--- src/rtl/mac_dot_seq.sv ---
// mac_dot_seq: sequences CLEAR / ADD* / READ on the mul_add unit to form a float dot product
// Ports:
//   clk, aclr_n                      clock, asynchronous active-low reset
//   in_valid/in_ready/in_a/in_b      operand-pair push into the internal FIFO
//   go, len                          start pulse and pair count (clamped to DEPTH)
//   busy, res_valid, res             sequence status, result pulse, held result
//   err, err_clr                     sticky timeout flag and its clear
//   mac_clk_en/start/n/dataa/datab   command side of mul_add
//   mac_result, mac_done             response side of mul_add
module mac_dot_seq #(
    parameter int DEPTH   = 16,
    parameter int AW      = 4,
    parameter int TIMEOUT = 255
) (
    input  logic          clk,
    input  logic          aclr_n,
    input  logic          in_valid,
    output logic          in_ready,
    input  logic [31:0]   in_a,
    input  logic [31:0]   in_b,
    input  logic          go,
    input  logic [AW:0]   len,
    output logic          busy,
    output logic          res_valid,
    output logic [31:0]   res,
    output logic          err,
    input  logic          err_clr,
    output logic          mac_clk_en,
    output logic          mac_start,
    output logic [4:0]    mac_n,
    output logic [31:0]   mac_dataa,
    output logic [31:0]   mac_datab,
    input  logic [31:0]   mac_result,
    input  logic          mac_done
);
    localparam int          TW       = $clog2(TIMEOUT + 1);
    localparam logic [AW:0] DEPTH_C  = (AW + 1)'(DEPTH);
    localparam logic [4:0]  OP_CLEAR = 5'd0;
    localparam logic [4:0]  OP_ADD   = 5'd1;
    localparam logic [4:0]  OP_READ  = 5'd2;

    typedef enum logic [2:0] {
        IDLE, CLR_ISSUE, CLR_WAIT, ADD_ISSUE, ADD_WAIT, RD_ISSUE, RD_WAIT, DONE
    } state_t;

    state_t        state_q, state_d;
    logic [AW:0]   rem_q, rem_d;
    logic [TW-1:0] wcnt_q, wcnt_d;
    logic [31:0]   res_q, res_d;
    logic          err_q, err_d;
    logic          start_q, start_d;
    logic [4:0]    n_q, n_d;
    logic [31:0]   a_q, a_d, b_q, b_d;

    logic [63:0]   mem_q [DEPTH];
    logic [AW-1:0] wr_q, wr_d, rd_q, rd_d;
    logic [AW:0]   count_q, count_d;
    logic          in_ready_q, in_ready_d;
    logic          push, pop, flush, empty;

    assign empty      = count_q == '0;
    assign in_ready   = in_ready_q;
    assign busy       = state_q != IDLE;
    assign mac_clk_en = state_q != IDLE;
    assign res_valid  = state_q == DONE;
    assign res        = res_q;
    assign err        = err_q;
    assign mac_start  = start_q;
    assign mac_n      = n_q;
    assign mac_dataa  = a_q;
    assign mac_datab  = b_q;

    always_comb begin
        state_d = state_q;
        rem_d   = rem_q;
        wcnt_d  = wcnt_q;
        res_d   = res_q;
        err_d   = err_clr ? 1'b0 : err_q;
        start_d = 1'b0;
        n_d     = n_q;
        a_d     = a_q;
        b_d     = b_q;
        pop     = 1'b0;
        flush   = 1'b0;
        case (state_q)
            IDLE: begin
                if (go) begin
                    rem_d   = len > DEPTH_C ? DEPTH_C : len;
                    state_d = CLR_ISSUE;
                end
            end
            CLR_ISSUE, RD_ISSUE: begin
                start_d = 1'b1;
                n_d     = state_q == CLR_ISSUE ? OP_CLEAR : OP_READ;
                a_d     = '0;
                b_d     = '0;
                wcnt_d  = '0;
                state_d = state_q == CLR_ISSUE ? CLR_WAIT : RD_WAIT;
            end
            ADD_ISSUE: begin
                // stall here without a start until a pair is available
                if (!empty) begin
                    start_d    = 1'b1;
                    n_d        = OP_ADD;
                    {a_d, b_d} = mem_q[rd_q];
                    pop        = 1'b1;
                    rem_d      = rem_q - (AW + 1)'(1);
                    wcnt_d     = '0;
                    state_d    = ADD_WAIT;
                end
            end
            CLR_WAIT, ADD_WAIT, RD_WAIT: begin
                // a done arriving on the last allowed cycle still counts as success
                if (mac_done) begin
                    state_d = state_q == RD_WAIT ? DONE : rem_q != '0 ? ADD_ISSUE : RD_ISSUE;
                    res_d   = state_q == RD_WAIT ? mac_result : res_q;
                end else if (wcnt_q == TW'(TIMEOUT - 1)) begin
                    err_d   = 1'b1;
                    flush   = 1'b1;
                    rem_d   = '0;
                    state_d = IDLE;
                end else begin
                    wcnt_d = wcnt_q + TW'(1);
                end
            end
            DONE:    state_d = IDLE;
            default: state_d = IDLE;
        endcase
    end

    always_comb begin
        push       = in_valid && in_ready_q;
        count_d    = flush ? '0 : count_q + (AW + 1)'(push) - (AW + 1)'(pop);
        wr_d       = flush ? '0 : wr_q + AW'(push);
        rd_d       = flush ? '0 : rd_q + AW'(pop);
        in_ready_d = count_d != DEPTH_C;
    end

    always_ff @(posedge clk) begin
        if (push) mem_q[wr_q] <= {in_a, in_b};
    end

    always_ff @(posedge clk or negedge aclr_n) begin
        if (!aclr_n) begin
            state_q    <= IDLE;
            rem_q      <= '0;
            wcnt_q     <= '0;
            res_q      <= '0;
            err_q      <= 1'b0;
            start_q    <= 1'b0;
            n_q        <= '0;
            a_q        <= '0;
            b_q        <= '0;
            wr_q       <= '0;
            rd_q       <= '0;
            count_q    <= '0;
            in_ready_q <= 1'b0;
        end else begin
            state_q    <= state_d;
            rem_q      <= rem_d;
            wcnt_q     <= wcnt_d;
            res_q      <= res_d;
            err_q      <= err_d;
            start_q    <= start_d;
            n_q        <= n_d;
            a_q        <= a_d;
            b_q        <= b_d;
            wr_q       <= wr_d;
            rd_q       <= rd_d;
            count_q    <= count_d;
            in_ready_q <= in_ready_d;
        end
    end
endmodule

--- config.mk ---
export PLATFORM = sky130hd
export DESIGN_NAME = mac_dot_seq
export DESIGN_NICKNAME = d
export VERILOG_FILES = /design/src/rtl/mac_dot_seq.sv
export SDC_FILE = /design/constraint.sdc
export NUM_CORES = 1
export LEC_CHECK = 0
export BUFFER_PORTS_ARGS = -buffer_cell sky130_fd_sc_hd__buf_2
export CORE_MARGIN = 2
export CORE_UTILIZATION = 50
export DETAILED_ROUTE_END_ITERATION = 12
export PLACE_DENSITY = 0.68
export SLEW_MARGIN = 5
export SYNTH_ARGS = -nofsm -noshare
export SYNTH_HDL_FRONTEND = slang
export SYNTH_SLANG_ARGS = --single-unit
export TNS_END_PERCENT = 50
--- constraint.sdc ---
create_clock -name clk -period 7.4 [get_ports clk]
set_input_delay 1.11 -clock clk [delete_from_list [all_inputs] [get_ports clk]]
set_output_delay 1.11 -clock clk [all_outputs]
set_load 0.01 [all_outputs]
### Word level (Yosys, flattened, before mapping)

Memory sizes are Yosys's and may differ from the RTL's.
Index checks and enable logic that the tools add are counted.

| storage, ports and cells | value |
|---|---|
| bits in registers | 133 |
| bits in writable memories | 1024 |
| input bits | 107 |
| output and inout bits | 107 |
| word-level logic and storage cells | 91 |
| memories | 1 |

| cells by class | value |
|---|---|
| add/subtract/negate cells | 6 |
| order comparisons | 1 |
| equality and inequality tests | 15 |
| muxes and demuxes | 40 |
| reductions and logical operators | 15 |

Memories:

| name | words | bits a word | read ports | clocked after memory_dff | write ports | RTL line | source |
|---|---|---|---|---|---|---|---|
| mem_q | 16 | 64 | 1 | 0 | 1 | 55 | `logic [63:0] mem_q [DEPTH];` |

Operators with widths:

| operator | count |
|---|---|
| $pmux W32 S2 | 2 |
| $mux W32 | 2 |
| $mux W5 | 7 |
| $mux W8 | 3 |
| $pmux W8 S3 | 1 |
| $mux W3 | 7 |
| $pmux W3 S5 | 1 |
| $pmux W5 S3 | 1 |
| $eq A3 B3 Y1 const B | 4 |
| $mux W1 | 11 |
| $ne A2 B2 Y1 const B | 5 |
| $pmux W5 S2 | 1 |
| $reduce_bool A3 Y1 | 3 |
| $add A4 B1 Y4 | 2 |
| $add A8 B1 Y8 const B | 1 |
| $eq A8 B8 Y1 const B | 1 |
| $mux W4 | 2 |
| $eq A3 B2 Y1 const B | 2 |
| $reduce_and A3 Y1 | 2 |
| $add A5 B1 Y5 | 1 |
| $gt A5 B5 Y1 const B | 1 |
| $logic_not A5 Y1 | 1 |
| $ne A5 B5 Y1 const B | 1 |
| $reduce_and A5 Y1 | 1 |
| 14 further kinds | 14 |

### Longest topological paths before layout

Gate-level depths: netlist (run 1).

| depth | value |
|---|---|
| word-level depth | 6 |
| gate-level depth with buffers | 14 |
| gate-level depth less buffers | 14 |

### Worst setup path before layout (run 1)

No wires, ideal clock.

| timing | value |
|---|---|
| path kind | input port to flip-flop |
| from | in in_valid |
| to | mem mem_q[0][0], enable pin |
| library setup time | 0.565 ns |
| arrival | 5.912 ns |
| data required time | 6.835 ns |
| setup slack | 0.924 ns |
| stages on the path | 3 |
| buffers on the path | 0 |
| cell sequence | nand2_1 or3_1 nor3_1 |

| on the way | value |
|---|---|
| cells in the longest elaborated chain, start to end | 3 |

Ends and longest elaborated chain:

| element | RTL line | source |
|---|---|---|
| start, declared | 17 | `input logic in_valid,` |
| $logic_and A1 B1 Y1 | 132 | `push = in_valid && in_ready_q;` |
| $mux W1 | 140 | `if (push) mem_q[wr_q] <= {in_a, in_b};` |
| $mux W1 (implied by the code) | 140 |  |
| end, declared | 55 |  |

Every way passes these cells.

### Worst setup path in the final report (run 1)

| timing | value |
|---|---|
| from | in in_valid |
| to | mem mem_q[13][25], enable pin |

The elaborated chain is that of the path after synthesis.

==> impl_metrics.py, run 1 <==
metrics = {
    "status": {
        "outcome": "finished clean",
    },
    "timing": {
        "max_freq_ghz": 0.3077,
        "worst_slew_pin_slew_ps": 1183,
        "finalCritPeriodShare_pct": 43.91,
        "slew_headroom_pct": 21.13,
        "slew_violations": 0,
        "setup_viol": 0,
        "skew_ps": 25.02,
        "fin_setup_tns_ps": 0,
        "hold_viol_final": 0,
        "rsz0062_at_grt": "false",
        "period_minus_slack_ps": 3250,
    },
    "clocking": {
        "clkTransAtPathRegs_ps": 60,
        "postCtsHoldBufs": 0,
        "root_buffer": "clkbuf_16",
        "cts_resized": 0,
        "cts_tree": "done",
        "htreeDepth": 3,
        "cts_buffers": 112,
        "insertion_delay_ps": 680,
        "post_cts_buffers": 0,
        "cts.sinks": 1154,
        "clk_path_buf_depth": 3,
    },
    "worst_setup_path": {
        "worstSetupStartpointType": "primary input",
        "r2r_end": "mem_q[13][25]$_DFFE_PP_",
        "startpoint": "in_valid",
        "rr_startpoint": "in_ready$_DFF_PN0_",
        "worstPathCellList": "buf_2 -> nand2_1 -> inv_1 -> nand3_1 -> nor2_4 -> buf_4",
        "r2r_setup_slack_ps": 4330,
        "end_kind": "register",
        "slowest_delay_ps": 880,
        "required_ps": 7690,
        "cp_max_fo": 39,
        "critPathSlowestCell": "nor2_4",
        "critPathCapture": "mem_q[13][25]$_DFFE_PP_",
        "ff2ff_path_depth": 5,
        "arrival_ps": 3540,
        "crit_type": "primary input to register",
    },
    "detailed_routing": {
        "vias_per_cell": 5.988,
        "vias": 21410,
        "routed_wl_mm": 94.23,
        "ant_nets": 0,
        "drt_iter0_drc": 2064,
        "wire_per_inst_um": 26.36,
        "drc": 0,
        "drtPass1Iterations": 5,
    },
    "yosys": {
        "yosys.area.top_type_share_pct": 69.82,
        "yosysSeqAreaShare_pct": 77.21,
        "synth.distinct_cells": 57,
        "yosysWarningCount": 0,
        "syn_area_um2": 44040,
        "synth_area_leaders": "edfxtp_1, mux4_2, dfrtp_1",
        "avgSynthCellArea_um2": 21.21,
        "synth_edf_count": 1024,
        "syn-instance-count": 2076,
        "yosysTopAreaCell": "edfxtp_1",
        "ys_ff_latch": 1154,
        "async_reset_ff_share_pct": 11.27,
        "synth_ff_type": "edfxtp_1",
    },
    "global_route": {
        "track_usage_pct": 21.23,
        "grt_pass1_wl_mm": 142.8,
        "antenna_found_initial": 11,
        "grt-ovfl-total": 0,
        "grt_pass1_vias": 22420,
        "grt_max_degree": 156,
    },
    "power": {
        "power.density_nw_per_um2": 377.6,
        "swShare_pct": 28.10,
        "combPwrFrac_pct": 24.9,
        "cellLeakagePower_nw": 16.88,
        "total_power_mw": 18.96,
        "switchingPower_mw": 5.326,
        "seq_power_share_pct": 44.8,
        "p_int_mw": 13.63,
        "peakVddDrop_mv": 0.3134,
        "power_frac_clock_pct": 30.4,
    },
    "floorplan": {
        "dieHeight_um": 300.8,
        "die_w_um": 300.8,
        "die-area_um2": 90470,
        "num_io_pins": 214,
        "rows": 108,
        "start_util_pct": 50.61,
        "coreArea_um2": 87020,
    },
    "finish": {
        "nets": 2444,
        "layout.cells.non_filler": 3575,
        "area_growth_pct": 14.01,
        "layout-drive-gt1-share_pct": 32.59,
    },
    "place": {
        "numPortBuffers": 210,
        "dpl.cell_count": 3365,
        "dp_hpwl_mm": 49.95,
        "routabilityCongestion": 0.7796,
    },
    "worst_hold_path": {
        "hold_path_class": "register to register",
    },
    "flow_run": {
        "max_cap_violations": 0,
    },
}
==> Yosys cell counts (3+ instances only) <==
library cell	instances
nand2_1	82
nand3_1	70
nor2b_1	3
a32oi_1	3
xor2_1	3
nand2b_1	3
o31ai_1	5
ha_1	12
buf_2	32
a22oi_1	66
or4_1	4
o21ai_0	69
and3_1	3
dfrtp_1	130
o211ai_1	6
mux4_2	256
nor3_1	8
buf_6	11
edfxtp_1	1024
buf_4	6
nor2_1	31
mux2_2	96
buf_1	11
a21o_1	3
clkbuf_1	54
xnor2_1	4
o2bb2ai_1	4
a21oi_1	13
or3_1	3
inv_1	19
and2_1	8
==> layer usage <==
layer | up-vias | global-route usage (%) | wire (um)
li1 | 9053 | - | -
met1 | 11320 | 30.47 | 38820
met2 | 888 | 34.09 | 45920
met3 | 134 | 3.997 | 7481
met4 | 12 | 5.259 | 1945
met5 | - | 0 | 69
==> cells in the final DEF, fill, tap and decap left out, drive strengths merged, types with 4 or more instances in the layout <==
cell type | synthesis | final
a21oi | 13 | 13
a22oi | 66 | 66
and2 | 8 | 8
buf | 60 | 246
bufinv | 0 | 12
clkbuf | 54 | 161
clkinv | 0 | 34
dfrtp | 130 | 130
edfxtp | 1024 | 1024
ha | 12 | 12
inv | 19 | 19
mux2 | 96 | 96
mux4 | 256 | 256
nand2 | 82 | 82
nand3 | 70 | 70
nor2 | 31 | 31
nor3 | 10 | 10
o211ai | 6 | 6
o21ai | 69 | 69
o2bb2ai | 4 | 4
o31ai | 5 | 5
or4 | 5 | 5
xnor2 | 4 | 4
==> layout make-up <==
cell class	instances	area, um^2
Timing Repair Buffer	246	1365
Multi-Input combinational cell	791	9542
Clock inverter	47	584.3
Sequential cell	1154	34010
Inverter	19	72.57
Clock buffer	161	3182
Antenna cell	2	5.005
Fill cell	6281	36810
Tap cell	1155	1445
==> cell families after synthesis <==
kind of cell / Yosys count / synth area share (%)
DFF: 1154 / 77.21
muxes: 353 / 15.57
and+or+nand+nor: 232 / 2.537
AOI/OAI and AO/OA: 183 / 2.690
buffers and inverters: 133 / 1.463
adders and majority gates: 13 / 0.3864
xor gates and xnor gates: 7 / 0.1392
other: 1 / 0.008515
==> flip-flops by register name, summed over array words and instances, names as in the netlist <==
register   count
count_q        5
err            1
in_ready       1
mac_dataa     32
mac_datab     32
mac_n          2
mac_start      1
mem_q       1024
rd_q           4
rem_q          5
res           32
state_q        3
wcnt_q         8
wr_q           4
==> power by group through the flow <==
stage	sequential [mW]	combinational, mW	clock [mW]
after floorplan	8.50	3.47	0
final	8.48	4.71	5.76
after CTS	8.49	4.81	5.87
after global placement	8.56	4.72	0
after global routing	8.57	5.13	6.11
after detailed placement	8.62	4.80	0
==> how the worst min path moves through the flow <==
stage,end,from,cells past startpoint
after floorplan,rem_q[3]$_DFFE_PN0P_,rem_q[3]$_DFFE_PN0P_,1
after global placement,mac_n[1]$_DFFE_PN0P_,mac_n[1]$_DFFE_PN0P_,2
after detailed placement,res[22]$_DFFE_PN0P_,res[22]$_DFFE_PN0P_,1
after CTS,res[22]$_DFFE_PN0P_,res[22]$_DFFE_PN0P_,1
after global routing,res[15]$_DFFE_PN0P_,res[15]$_DFFE_PN0P_,1
final,res[22]$_DFFE_PN0P_,res[22]$_DFFE_PN0P_,1
==> worst max-delay path: cells and delay by family <==
| kind | cells | cell delay (ps) |
|---|---|---|
| buffers and inverters | 3 | 1040 |
| AND/OR/NAND/NOR | 3 | 1320 |
==> per-stage QoR <==
step | utilization, % | hold slack [ps] | area (um^2) | setup WS, ps
detailed placement | 53.36 | 488.4 | 46440 | 3404
finish | 57.70 | 499.2 | 50210 | 4150
CTS | 57.69 | 502.4 | 50200 | 4164
global placement | 53.36 | 471.3 | 46440 | 3510
floorplan | - | 470.0 | 44050 | 923.8
global route | 57.69 | 517.3 | 50210 | 4028
No activity file was read; power rests on OpenSTA's default activity.
==> inputs of run 2 (changes only) <==
PLACE_DENSITY = 0.71   (was 0.68)
clock period = 2.9 ns   (was 7.4 ns; I/O delays follow)
==> run 2 against run 1 <==
- register-to-register slack worse by 4200 ps
- clock-buffer cell count is 8 lower
- combinational power grew to 2.8 times the previous value
- total power grew to 2.6 times the previous value
- via count is 2.4% higher
- critical path type is now register to register
==> impl_metrics.py, run 2 (synthesized netlist as in run 1, its figures left out) <==
metrics = {
    "worst_setup_path": {
        "crit_type": "register to register",
        "worstPathCellList": "inv_1 -> ha_2 -> or4b_4 -> nand2_2 -> inv_1 -> nand2_2 -> nand2_1 -> ha_1 -> inv_2 -> fa_2 -> nor2b_2 -> o21bai_2 -> and3_4 -> o2111ai_1",
        "rr_startpoint": "count_q[3]$_DFF_PN0_",
        "end_kind": "register",
        "arrival_ps": 3260,
        "required_ps": 3420,
        "worstSetupStartpointType": "register",
        "startpoint": "count_q[3]$_DFF_PN0_",
        "critPathSlowestCell": "or4b_4",
        "cp_max_fo": 3,
        "slowest_delay_ps": 460,
    },
    "worst_hold_path": {
        "hold_path_class": "primary input to register",
        "min_from": "mac_result[4]",
    },
    "global_route": {
        "grt_pass1_vias": 23100,
        "grt-ovfl-total": 0,
        "antenna_found_initial": 12,
        "track_usage_pct": 22.08,
        "grt_max_degree": 70,
        "grt_pass1_wl_mm": 147.2,
    },
    "power": {
        "peakVddDrop_mv": 0.5922,
        "power.density_nw_per_um2": 952.0,
        "cellLeakagePower_nw": 17.35,
    },
    "timing": {
        "slew_headroom_pct": 34.40,
        "skew_ps": 26.28,
        "finalCritPeriodShare_pct": 94.36,
        "worst_slew_pin_slew_ps": 973.7,
        "hold_viol_final": 0,
        "setup_viol": 0,
        "period_minus_slack_ps": 2736,
        "rsz0062_at_grt": "false",
        "fin_setup_tns_ps": 0,
        "max_freq_ghz": 0.3655,
        "slew_violations": 0,
    },
    "floorplan": {
        "num_io_pins": 214,
        "die-area_um2": 90470,
        "start_util_pct": 50.61,
        "die_w_um": 300.8,
        "dieHeight_um": 300.8,
        "coreArea_um2": 87020,
        "rows": 108,
    },
    "finish": {
        "nets": 2523,
        "layout-drive-gt1-share_pct": 33.96,
        "area_growth_pct": 16.65,
        "layout_commonest_cell": "edfxtp_1",
        "fill_cells": 6072,
        "largest_register_ffs": 1024,
        "top_register": "mem_q",
        "final_area_um2": 51370,
        "final_cell_mix": "edfxtp_1, mux4_2, buf_2",
        "fin_util_pct": 59.03,
    },
    "detailed_routing": {
        "vias_per_cell": 5.992,
        "drc": 0,
        "drtPass1Iterations": 7,
        "ant_nets": 0,
        "routed_wl_mm": 98.60,
        "drt_iter0_drc": 2299,
        "vias": 21920,
        "wire_per_inst_um": 26.95,
    },
    "clocking": {
        "clkTransAtPathRegs_ps": 60,
        "cts.sinks": 1154,
        "cts_tree": "done",
        "clk_path_buf_depth": 3,
        "root_buffer": "clkbuf_16",
        "htreeDepth": 3,
        "cts_buffers": 112,
        "insertion_delay_ps": 690,
    },
    "place": {
        "dp_hpwl_mm": 52.90,
        "numPortBuffers": 210,
        "routabilityCongestion": 0.7737,
        "placed_area_um2": 47410,
    },
    "flow_run": {
        "max_cap_violations": 0,
    },
    "status": {
        "outcome": "finished clean",
    },
}
run 2: what timing repair did:
item | 4_1_cts | 5_1_grt
endpoints found under the setup margin | 1 | 2
buffers inserted | 0 | 0
gates resized for setup | 0 | 12
hold buffers | 31 | 0
pin swaps | 1 | 2
hold endpoints to repair | 66 | 0
run 2: per-stage QoR:
stage | total power, mW | cells | setup WS (ps) | hold slack (ps)
2_1_floorplan | 30.54 | 2078 | -254.2 | 139.4
3_3_place_gp | 34.62 | 3413 | 273.8 | 409.2
3_5_place_dp | 35.10 | 3413 | 6.038 | 423.5
4_1_cts | 49.27 | 3655 | 5.600 | 5.584
5_1_grt | 51.00 | 3657 | 13.76 | 16.71
6_report | 48.91 | 3659 | 163.7 | 28.89
run 2: power breakdown:
group / total (mW) / internal [mW] / switching (mW)
sequential: 21.5 / 20.4 / 1.06
clock: 14.1 / 8.10 / 6.03
combinational: 13.3 / 6.34 / 6.93
run 2: final timing paths:
check | endpoint | slack, ps | cells after the start
max | in_ready$_DFF_PN0_ | 160 | 14
min | res[4]$_DFFE_PN0P_ | 30 | 2
max reg2reg | in_ready$_DFF_PN0_ | 160 | 14
min reg2reg | res[7]$_DFFE_PN0P_ | 500 | 1
max in group asynchronous | mac_datab[12]$_DFFE_PN0P_ | 1900 | 3
min in group asynchronous | mac_datab[3]$_DFFE_PN0P_ | 300 | 2
run 2: final cells by class:
type / count / area (um^2) / share of cell area, %
Sequential cell: 1154 / 34010 / 66.21
Multi-Input combinational cell: 791 / 9603 / 18.69
Clock buffer: 153 / 3099 / 6.033
Timing Repair Buffer: 325 / 2624 / 5.107
Tap cell: 1155 / 1445 / 2.813
Clock inverter: 58 / 505.5 / 0.9840
Inverter: 19 / 71.32 / 0.1388
Antenna cell: 4 / 10.01 / 0.01948
run 2: per-layer routing:
metal  up-vias  GRT usage (%)  share of wire [%]
li1       9229              -                  -
met1     11520          31.52                 40
met4        18          5.994                1.9
met2       981          35.28                 49
met3       174          4.278                9.1
met5         -              0               0.12
run 2: worst max-delay path, delay by kind of cell (launching register included):
kind	cells	cell delay [ps]
adder cells (fa/ha/maj)	3	630
AO/OA/AOI/OAI	2	320
flip-flops	1	390
buffers and inverters	3	230
AND/OR/NAND/NOR	6	1000
==> inputs of run 3 (changes only) <==
GPL_ROUTABILITY_DRIVEN = 0   (was not set)
PLACE_DENSITY = 0.68   (was 0.71)
RECOVER_POWER = 100   (was not set)
clock period = 2.99 ns   (was 2.9 ns; I/O delays follow)
==> run 3 against run 2 <==
- the run now ends with capacitance limit, slew limit left
- critical path depth fell by 9
- wire length increased by 2.8%
- global-route usage is 0.57 points higher
- final cell count is 0.16% lower
- combinational power shrank 6%
- sequential share of layout area is 0.75 points higher
- non-clock buffer count down 5
- largest cell class unchanged
==> impl_metrics.py, run 3 (synthesized netlist as in run 1, its figures left out) <==
metrics = {
    "status": {
        "outcome": "finished with violations",
        "violations": "capacitance limit, slew limit",
    },
    "worst_setup_path": {
        "r2r_setup_slack_ps": 190,
        "end_kind": "register",
        "rr_startpoint": "in_ready$_DFF_PN0_",
        "crit_type": "register to register",
        "cp_max_fo": 40,
        "r2r_end": "mem_q[8][42]$_DFFE_PP_",
        "required_ps": 3250,
        "arrival_ps": 3060,
        "worstSetupStartpointType": "register",
        "ff2ff_path_depth": 5,
    },
    "detailed_routing": {
        "vias": 21950,
        "drt_iter0_drc": 2565,
        "drtPass1Iterations": 5,
        "vias_per_cell": 6.010,
        "ant_nets": 0,
        "wire_per_inst_um": 27.74,
        "routed_wl_mm": 101.3,
        "drc": 0,
    },
    "place": {
        "placed_area_um2": 47290,
        "post-place-ws_ps": 183.1,
        "dpl.cell_count": 3410,
        "dp_hpwl_mm": 52.70,
        "numPortBuffers": 210,
    },
    "finish": {
        "layout-drive-gt1-share_pct": 26.57,
        "final_cell_mix": "edfxtp_1, mux4_2, clkbuf_1",
        "fin_util_pct": 58.37,
        "final_area_um2": 50800,
        "layout.cells.non_filler": 3653,
        "layout_commonest_cell": "edfxtp_1",
        "nets": 2518,
        "area_growth_pct": 15.34,
        "top_register": "mem_q",
        "largest_register_ffs": 1024,
        "fill_cells": 6211,
    },
    "global_route": {
        "grt-ovfl-total": 0,
        "track_usage_pct": 22.65,
        "grt_pass1_vias": 22520,
        "grt_max_degree": 55,
        "grt_pass1_wl_mm": 148.7,
        "antenna_found_initial": 11,
    },
    "timing": {
        "skew_ps": 24.95,
        "setup_viol": 0,
        "worst_slew_pin_slew_ps": 1754,
        "slew_headroom_pct": -16.93,
        "max_freq_ghz": 0.3569,
        "fin_setup_tns_ps": 0,
        "hold_viol_final": 0,
        "slew_violations": 74,
        "hold_slack_ps": 29.69,
        "finalCritPeriodShare_pct": 93.71,
        "rsz0062_at_grt": "false",
        "layout_setup_ws_ps": 188.1,
        "period_minus_slack_ps": 2802,
    },
    "floorplan": {
        "die-area_um2": 90470,
        "start_util_pct": 50.61,
        "dieHeight_um": 300.8,
        "coreArea_um2": 87020,
        "rows": 108,
        "die_w_um": 300.8,
        "num_io_pins": 214,
    },
    "worst_hold_path": {
        "min_from": "mac_result[2]",
        "min_path_cells": 2,
        "hold_path_class": "primary input to register",
        "hold_path_end": "res[2]$_DFFE_PN0P_",
    },
    "clocking": {
        "insertion_delay_ps": 690,
        "root_buffer": "clkbuf_16",
        "cts_buffers": 112,
        "htreeDepth": 3,
        "clk_path_buf_depth": 3,
        "post_cts_buffers": 0,
        "cts.sinks": 1154,
        "clkTransAtPathRegs_ps": 60,
        "cts_tree": "done",
    },
    "power": {
        "cellLeakagePower_nw": 16.75,
        "peakVddDrop_mv": 0.5865,
        "total_power_mw": 47.84,
        "power.density_nw_per_um2": 941.8,
    },
    "flow_run": {
        "max_cap_violations": 2,
    },
}
## run 3: cell count changes in the layout (fill, tap and decap cells not counted), sizes merged
cell         change
buf            -211
clkbuf         +205
clkinv          -13
bufinv           +8
clkinvlp         +4
inv              +4
dlygate4sd3      -2
diode            -1
## run 3: power breakdown
part,total [mW],switching [mW],internal [mW],leakage [nW]
clock network,14.5,5.89,8.58,1.87
logic,12.5,6.71,5.78,3.97
registers,20.9,1.01,19.9,10.9
total,47.8,13.6,34.2,16.7
## run 3: timing repair
action / in CTS / in global routing
hold endpoints to repair: 65 / 0
endpoints found under the setup margin: 0 / 1
gates resized for setup: 0 / 1
hold buffers: 29 / 0
## run 3: metal layers
| metal | share of wire (%) | wire [um] | track usage, % |
|---|---|---|---|
| met5 | 0.079 | 80 | 0 |
| met4 | 1.8 | 1802 | 6.018 |
| met3 | 8.8 | 8965 | 5.180 |
| met2 | 48 | 48890 | 36.06 |
| met1 | 41 | 41600 | 31.96 |
## run 3: area by class of cell
| cell class | count | area, um^2 | share of cell area [%] |
|---|---|---|---|
| Antenna cell | 3 | 7.507 | 0.01478 |
| Multi-Input combinational cell | 791 | 9472 | 18.65 |
| Clock buffer | 150 | 3097 | 6.096 |
| Timing Repair Buffer | 320 | 1953 | 3.845 |
| Sequential cell | 1154 | 34010 | 66.96 |
| Inverter | 19 | 71.32 | 0.1404 |
| Tap cell | 1155 | 1445 | 2.845 |
| Clock inverter | 61 | 739.5 | 1.456 |
## run 3: critical path: stages (launching register included)
cell and delay, ps:
dfrtp_1 390, nand2_1 180, nor2_1 140, nand2_1 170, nor3_4 160, clkbuf_2 1290
## run 3: worst max path at each step
stage                     slack [ps]  cells after the start                      to                 start
final                            190                      5  mem_q[8][42]$_DFFE_PP_    in_ready$_DFF_PN0_
after global routing               5                     13      in_ready$_DFF_PN0_  count_q[2]$_DFF_PN0_
after CTS                        170                     13      in_ready$_DFF_PN0_  count_q[2]$_DFF_PN0_
after detailed placement         180                     13      in_ready$_DFF_PN0_  count_q[2]$_DFF_PN0_
after global placement           250                     13      in_ready$_DFF_PN0_  count_q[3]$_DFF_PN0_
after floorplan                -1000                      3   mem_q[7][0]$_DFFE_PP_     wr_q[1]$_DFF_PN0_
